==> src/rtl/csr_mtrap_unit.sv <==
// Machine-mode CSR file and trap controller for a single-hart RV32 core:
// Zicsr accesses, trap/interrupt entry, mret, trap vector and mcycle/minstret.
module csr_mtrap_unit #(
   parameter int          NUM_LOCAL_IRQ = 4,
   parameter int          SYNC_STAGES   = 2,
   parameter logic [31:0] MTVEC_RESET   = 32'h0000_0000,
   parameter bit          HAS_COUNTERS  = 1'b1
) (
   input  logic                     clk,
   input  logic                     reset_n,
   input  logic [11:0]              csr_addr,
   input  logic [1:0]               csr_op,
   input  logic [31:0]              csr_wdata,
   output logic [31:0]              csr_rdata,
   output logic                     csr_illegal,
   input  logic                     trap_req,
   input  logic [4:0]               trap_cause,
   input  logic [31:0]              trap_tval,
   input  logic                     irq_sw,
   input  logic                     irq_timer,
   input  logic                     irq_ext,
   input  logic [NUM_LOCAL_IRQ-1:0] irq_local,
   output logic                     irq_valid,
   input  logic                     irq_take,
   input  logic                     mret,
   input  logic                     instr_retire,
   input  logic [31:0]              current_pc,
   output logic                     trap_taken,
   output logic [31:0]              trap_pc,
   output logic [31:0]              mepc_out
);

   localparam logic [31:0] LOCAL_MASK = (NUM_LOCAL_IRQ == 0) ? 32'h0 :
                                        (((32'h1 << NUM_LOCAL_IRQ) - 32'h1) << 16);
   localparam logic [31:0] MIE_MASK   = 32'h0000_0888 | LOCAL_MASK;

   logic                     r_mstatus_mie;
   logic                     r_mstatus_mpie;
   logic [31:0]              r_mie;
   logic [31:0]              r_mtvec;
   logic [31:0]              r_mscratch;
   logic [31:0]              r_mepc;
   logic [31:0]              r_mcause;
   logic [31:0]              r_mtval;
   logic                     r_msip;
   logic                     r_mtip;
   logic                     r_trap_taken;
   logic [63:0]              r_mcycle;
   logic [63:0]              r_minstret;
   logic [NUM_LOCAL_IRQ:0]   r_sync [SYNC_STAGES];

   logic [NUM_LOCAL_IRQ:0]   w_sync_out;
   logic [31:0]              w_mip;
   logic [31:0]              w_pending;
   logic [4:0]               w_irq_code;
   logic [31:0]              w_mstatus;
   logic [31:0]              w_old;
   logic [31:0]              w_wval;
   logic                     w_mapped;
   logic                     w_ro;
   logic                     w_do_write;
   logic                     w_csr_we;
   logic                     w_irq_entry;
   logic                     w_evt_block;
   logic                     w_csr_commit;
   logic [31:0]              w_base;

   // Bit 0 carries irq_ext, bits [N:1] carry the local interrupts
   always_ff @(posedge clk or negedge reset_n) begin
      if (!reset_n) begin
         for (int i = 0; i < SYNC_STAGES; i++) r_sync[i] <= '0;
      end else begin
         r_sync[0] <= {irq_local, irq_ext};
         for (int i = 1; i < SYNC_STAGES; i++) r_sync[i] <= r_sync[i-1];
      end
   end

   assign w_sync_out = r_sync[SYNC_STAGES-1];

   always_comb begin
      w_mip     = '0;
      w_mip[3]  = r_msip;
      w_mip[7]  = r_mtip;
      w_mip[11] = w_sync_out[0];
      for (int i = 0; i < NUM_LOCAL_IRQ; i++) w_mip[16+i] = w_sync_out[i+1];
   end

   assign w_pending = w_mip & r_mie;
   assign irq_valid = r_mstatus_mie & (|w_pending);

   // Later assignments override earlier ones, giving 11 > 3 > 7 > lowest local
   always_comb begin
      w_irq_code = 5'd0;
      for (int i = NUM_LOCAL_IRQ - 1; i >= 0; i--) begin
         if (w_pending[16+i]) w_irq_code = 5'(16 + i);
      end
      if (w_pending[7])  w_irq_code = 5'd7;
      if (w_pending[3])  w_irq_code = 5'd3;
      if (w_pending[11]) w_irq_code = 5'd11;
   end

   assign w_mstatus = {19'b0, 2'b11, 3'b0, r_mstatus_mpie, 3'b0, r_mstatus_mie, 3'b0};

   always_comb begin
      w_old    = '0;
      w_mapped = 1'b1;
      w_ro     = 1'b0;
      case (csr_addr)
         12'h300: w_old = w_mstatus;
         12'h301: begin w_old = 32'h4000_0100; w_ro = 1'b1; end
         12'h304: w_old = r_mie;
         12'h305: w_old = r_mtvec;
         12'h340: w_old = r_mscratch;
         12'h341: w_old = r_mepc;
         12'h342: w_old = r_mcause;
         12'h343: w_old = r_mtval;
         12'h344: begin w_old = w_mip; w_ro = 1'b1; end
         12'hB00: w_old = r_mcycle[31:0];
         12'hB80: w_old = r_mcycle[63:32];
         12'hB02: w_old = r_minstret[31:0];
         12'hB82: w_old = r_minstret[63:32];
         12'hF14: begin w_old = 32'h0; w_ro = 1'b1; end
         default: w_mapped = 1'b0;
      endcase
   end

   always_comb begin
      case (csr_op)
         2'b01:   w_wval = csr_wdata;
         2'b10:   w_wval = w_old | csr_wdata;
         2'b11:   w_wval = w_old & ~csr_wdata;
         default: w_wval = w_old;
      endcase
   end

   // csrrs/csrrc with a zero operand are pure reads and never write
   assign w_do_write   = (csr_op != 2'b00) && !(csr_op[1] && (csr_wdata == 32'h0));
   assign csr_illegal  = (csr_op != 2'b00) && (!w_mapped || (w_do_write && w_ro));
   assign w_csr_we     = w_do_write && w_mapped && !w_ro;
   assign csr_rdata    = w_old;

   assign w_irq_entry  = irq_take & irq_valid;
   assign w_evt_block  = trap_req | w_irq_entry | mret;
   assign w_csr_commit = w_csr_we & ~w_evt_block;

   always_ff @(posedge clk or negedge reset_n) begin
      if (!reset_n) begin
         r_mstatus_mie  <= 1'b0;
         r_mstatus_mpie <= 1'b0;
         r_mie          <= '0;
         r_mtvec        <= MTVEC_RESET & ~32'h2;
         r_mscratch     <= '0;
         r_mepc         <= '0;
         r_mcause       <= '0;
         r_mtval        <= '0;
         r_msip         <= 1'b0;
         r_mtip         <= 1'b0;
         r_trap_taken   <= 1'b0;
      end else begin
         r_msip       <= irq_sw;
         r_mtip       <= irq_timer;
         r_trap_taken <= 1'b0;
         if (trap_req) begin
            r_mepc         <= current_pc & ~32'h3;
            r_mcause       <= {27'b0, trap_cause};
            r_mtval        <= trap_tval;
            r_mstatus_mpie <= r_mstatus_mie;
            r_mstatus_mie  <= 1'b0;
            r_trap_taken   <= 1'b1;
         end else if (w_irq_entry) begin
            r_mepc         <= current_pc & ~32'h3;
            r_mcause       <= {1'b1, 26'b0, w_irq_code};
            r_mtval        <= '0;
            r_mstatus_mpie <= r_mstatus_mie;
            r_mstatus_mie  <= 1'b0;
            r_trap_taken   <= 1'b1;
         end else if (mret) begin
            r_mstatus_mie  <= r_mstatus_mpie;
            r_mstatus_mpie <= 1'b1;
         end else if (w_csr_we) begin
            case (csr_addr)
               12'h300: begin
                  r_mstatus_mie  <= w_wval[3];
                  r_mstatus_mpie <= w_wval[7];
               end
               12'h304: r_mie      <= w_wval & MIE_MASK;
               12'h305: r_mtvec    <= w_wval & ~32'h2;
               12'h340: r_mscratch <= w_wval;
               12'h341: r_mepc     <= w_wval & ~32'h3;
               12'h342: r_mcause   <= w_wval;
               12'h343: r_mtval    <= w_wval;
               default: ;
            endcase
         end
      end
   end

   generate
      if (HAS_COUNTERS) begin : g_cnt
         // A committed write to either half replaces that counter's increment
         always_ff @(posedge clk or negedge reset_n) begin
            if (!reset_n) begin
               r_mcycle   <= '0;
               r_minstret <= '0;
            end else begin
               if (w_csr_commit && csr_addr == 12'hB00)      r_mcycle[31:0]  <= w_wval;
               else if (w_csr_commit && csr_addr == 12'hB80) r_mcycle[63:32] <= w_wval;
               else                                          r_mcycle <= r_mcycle + 64'd1;

               if (w_csr_commit && csr_addr == 12'hB02)      r_minstret[31:0]  <= w_wval;
               else if (w_csr_commit && csr_addr == 12'hB82) r_minstret[63:32] <= w_wval;
               else if (instr_retire)                        r_minstret <= r_minstret + 64'd1;
            end
         end
      end else begin : g_nocnt
         assign r_mcycle   = '0;
         assign r_minstret = '0;
      end
   endgenerate

   assign w_base     = {r_mtvec[31:2], 2'b00};
   assign trap_pc    = (r_mtvec[0] && r_mcause[31]) ? (w_base + {r_mcause[29:0], 2'b00}) : w_base;
   assign trap_taken = r_trap_taken;
   assign mepc_out   = r_mepc;

endmodule

==> config.mk <==
export PLATFORM = sky130hd
export DESIGN_NAME = csr_mtrap_unit
export DESIGN_NICKNAME = d
export VERILOG_FILES = /design/src/rtl/csr_mtrap_unit.sv
export SDC_FILE = /design/constraint.sdc
export NUM_CORES = 1
export LEC_CHECK = 0
export CORE_ASPECT_RATIO = 0.7
export CORE_UTILIZATION = 25
export CTS_CLUSTER_SIZE = 24
export DETAILED_ROUTE_END_ITERATION = 6
export SLEW_MARGIN = 20
export SYNTH_ARGS = -nofsm -noshare
export SYNTH_HDL_FRONTEND = slang
export SYNTH_SLANG_ARGS = --single-unit
==> constraint.sdc <==
create_clock -name clk -period 3.1 [get_ports clk]
set_input_delay 0.465 -clock clk [delete_from_list [all_inputs] [get_ports clk]]
set_output_delay 0.465 -clock clk [all_outputs]
set_load 0.1 [all_outputs]
==> flow_summary.toml <==
[grt]
grt_pass1_vias = 22500
grt_pass1_wl_um = 169000
grt_max_degree = 102
antenna_found_initial = 8
grt-ovfl-total = 0
grt_usage = 0.292

[yosys]
async_flop_share = 1.00
synth_top_area_frac = 0.388
yosys.cell_types.count = 89
synth.avg_cell_area_um2 = 8.33
post-synth-top-area-cell = "dfrtp_1"
synthCells = 2377
synth_warnings = 0
synthFlopType = "dfrtp_1"
synth_edf_count = 0
ys_ff_latch = 307
synth_area_leaders = "dfrtp_1 39%, a21oi_1 6.3%, nand2_1 5.4%, o21ai_0 4.9%, nor2_1 4.1%"
synth_area_mm2 = 0.0198
yosys-top-cells-count = "307 x dfrtp_1, 284 x nand2_1, 248 x a21oi_1"
synth-seq-area-share = 0.388
yosysMostFrequentCell = "dfrtp_1"

[critical_path]
crit_fanout = 2
critical-path-max-stage-delay_ns = 0.38
crit_path_end_kind = "output port"
crit_slowest_cell = "dfrtp_1"
worst-r2r-setup-slack_ns = 0.05
cp_cell_sequence = "ha_2 > inv_2 > fa_2 > nor2b_4 > o2111ai_4 > and3b_2 > nor4b_4 > buf_4 > buf_6 > o311ai_4 > buf_4 > nand3b_1 > a21oi_2 > xor2_2 > o21ai_4 > buf_12"
worstPathArrival_ns = 3.58
critPathMostFrequentCell = "buf_4"
start_kind = "flop"
cp.required_ns = 2.63
crit_type = "reg2out"

[drt]
antenna_left = 0
routed_wl_um = 122000
drtIter0Drc = 3696
vias = 24300
vias_per_cell = 5.69
drc = 0
wl_per_cell_um = 28.7
first_pass_iters = 7

[sta]
slew_violations = 0
hold_viol = 0
worst_slack_ns = -0.945
fin_crit_sh = 1.30
period_minus_slack_ns = 4.05
rsz0062_at_grt = "yes"
worst_pin_slew_ns = 1.12
setup_viol = 49
holdWs_ns = 0.344
fmax_mhz = 247
slew_headroom = 0.250
skew_ns = 0.0336
fin_tns_setup_ns = -16.51

[final_layout]
design_area_mm2 = 0.0327
num-fill-cells = 7627
nets = 3349
layout-drive-gt1-share = 0.358
areaGrowthSynthToFinish_pct = 64.9

[power_and_ir_drop]
cellLeakagePower_uw = 0.0145
seqPwrFrac = 0.407
p_sw_uw = 3370
cellPowerDensity_mw_per_mm2 = 328
combPwrFrac = 0.185
peakVddDrop_mv = 0.328
p_clk_frac = 0.408
p_int_uw = 7330
swShare = 0.315
power.total_uw = 10700

[cts]
cts_sinks = 307
cts_root_buf = "clkbuf_16"
clock_latency_ns = 0.57
path_clk_slew_ns = 0.06
cts_buffers = 34
cts_tree = "built"
cts.htree.levels = 2
cts_max_path_buffers = 3

[worst_hold_path]
hold_path.class = "in2reg"

[placed_design]
hpwl_um = 95100
portBuffers = 220
place_area_mm2 = 0.0291
gp_routability_congestion = 1.10

[die]
die_h_um = 238
io_pins = 227
start_util = 0.255
die_x_um = 338
core_mm2 = 0.0776
rows = 85
die-area_mm2 = 0.0804

[flow_run]
maxCapViolations = 0

[run_status]
outcome = "finished with violations"
violations = "negative setup slack"
-- cell families (layout without fill, tap and decap cells) --
| logic type | count (synthesis) | in the layout | share of synthesized area |
|---|---|---|---|
| AO/OA/AOI/OAI | 805 | 805 | 0.259 |
| XOR/XNOR | 107 | 107 | 0.0473 |
| adder cells (fa/ha/maj) | 32 | 32 | 0.0206 |
| buffers and inverters | 200 | 1034 | 0.0410 |
| flip-flops | 307 | 307 | 0.388 |
| multiplexers | 70 | 70 | 0.0373 |
| other | 1 | 7 | 0.000189 |
| AND/OR/NAND/NOR | 855 | 855 | 0.207 |
-- sequential cells by signal, summed over array words and instances (netlist names) --
signal / count
mepc_out: 30
r_mcycle: 64
r_mstatus_mie: 1
r_mtip: 1
r_minstret: 64
r_mtvec: 31
r_mscratch: 32
trap_taken: 1
r_mstatus_mpie: 1
r_mcause: 32
r_mtval: 32
w_sync_out: 5
r_msip: 1
r_sync: 5
r_mie: 7
-- critical path: cells and delay by family (launching register included) --
family,cells,cell delay [ns]
AO/OA/AOI/OAI,4,0.49
XOR/XNOR,1,0.16
adder cells (fa/ha/maj),2,0.57
buffers and inverters,5,0.69
flip-flops,1,0.38
AND/OR/NAND/NOR,4,0.74
-- final timing paths --
| check | from | end | cells after the start |
|---|---|---|---|
| worst max-delay path | r_mcause[0]$_DFFE_PN0P_ | trap_pc[24] | 16 |
| worst min-delay path | irq_local[3] | r_sync[9]$_DFF_PN0_ | 1 |
| worst max register to register | w_sync_out[0]$_DFF_PN0_ | r_minstret[27]$_DFFE_PN0P_ | 11 |
| worst min register to register | r_sync[6]$_DFF_PN0_ | w_sync_out[1]$_DFF_PN0_ | 0 |
| max in group asynchronous | reset_n | r_mtvec[20]$_DFFE_PN0P_ | 3 |
| min in group asynchronous | reset_n | r_mcycle[13]$_DFFE_PN0P_ | 2 |
-- power by group through the flow --
stage	Clock, uW	Sequential (uW)	Combinational [uW]
final	4360	4350	1980
after detailed placement	0	4400	1840
after CTS	4340	4330	1890
after global placement	0	4400	1830
after floorplan	0	4570	547
after global routing	4510	4350	2040
-- per-layer routing --
layer	wire [um]	up-vias	track usage	share of wire
met5	151	-	0	0.0012
met4	4130	2	0.0793	0.034
met3	21000	266	0.154	0.17
met2	45500	1765	0.378	0.37
met1	51400	11800	0.412	0.42
li1	-	10400	-	-
-- repair_timing --
item | 4_1_cts | 5_1_grt
pin swaps | 89 | 102
endpoints found under the setup margin | 315 | 179
hold buffers | 1 | 0
cloned | 5 | 3
hold endpoints to repair | 68 | 0
setup buffers | 83 | 59
gates resized for setup | 256 | 143
-- through the flow --
stage	util	std cells	setup WS [ns]
global route	0.421	4258	-1.05
global placement	0.375	4084	-1.05
finish	0.421	4261	-0.945
floorplan	-	2380	-0.741
detailed placement	0.375	4084	-1.06
CTS	0.409	4214	-1.03
-- final cells by class --
cell class,count,area (um2),area share
multi-input cells,1873,13000,0.399
repair buffers,936,9360,0.287
flip-flops and latches,307,7680,0.235
well taps,1044,1310,0.0400
clock buffers,55,1040,0.0319
inverters,37,141,0.00433
clock inverters,6,87.6,0.00268
diodes,3,7.51,0.000230
-- layout by cell type (no fill, tap or decap), drive strengths merged, types with 41 or more instances in the layout --
master	Yosys	routed
a21oi	249	249
a22oi	84	84
and3	45	45
buf	44	819
clkbuf	119	59
clkdlybuf4s50	0	98
dfrtp	307	307
mux2i	48	48
nand2	284	284
nand3	83	83
nand4	41	41
nor2	215	215
nor3	59	59
o21ai	203	203
xnor2	51	51
xor2	56	56
(Power assumes the default switching activity.)
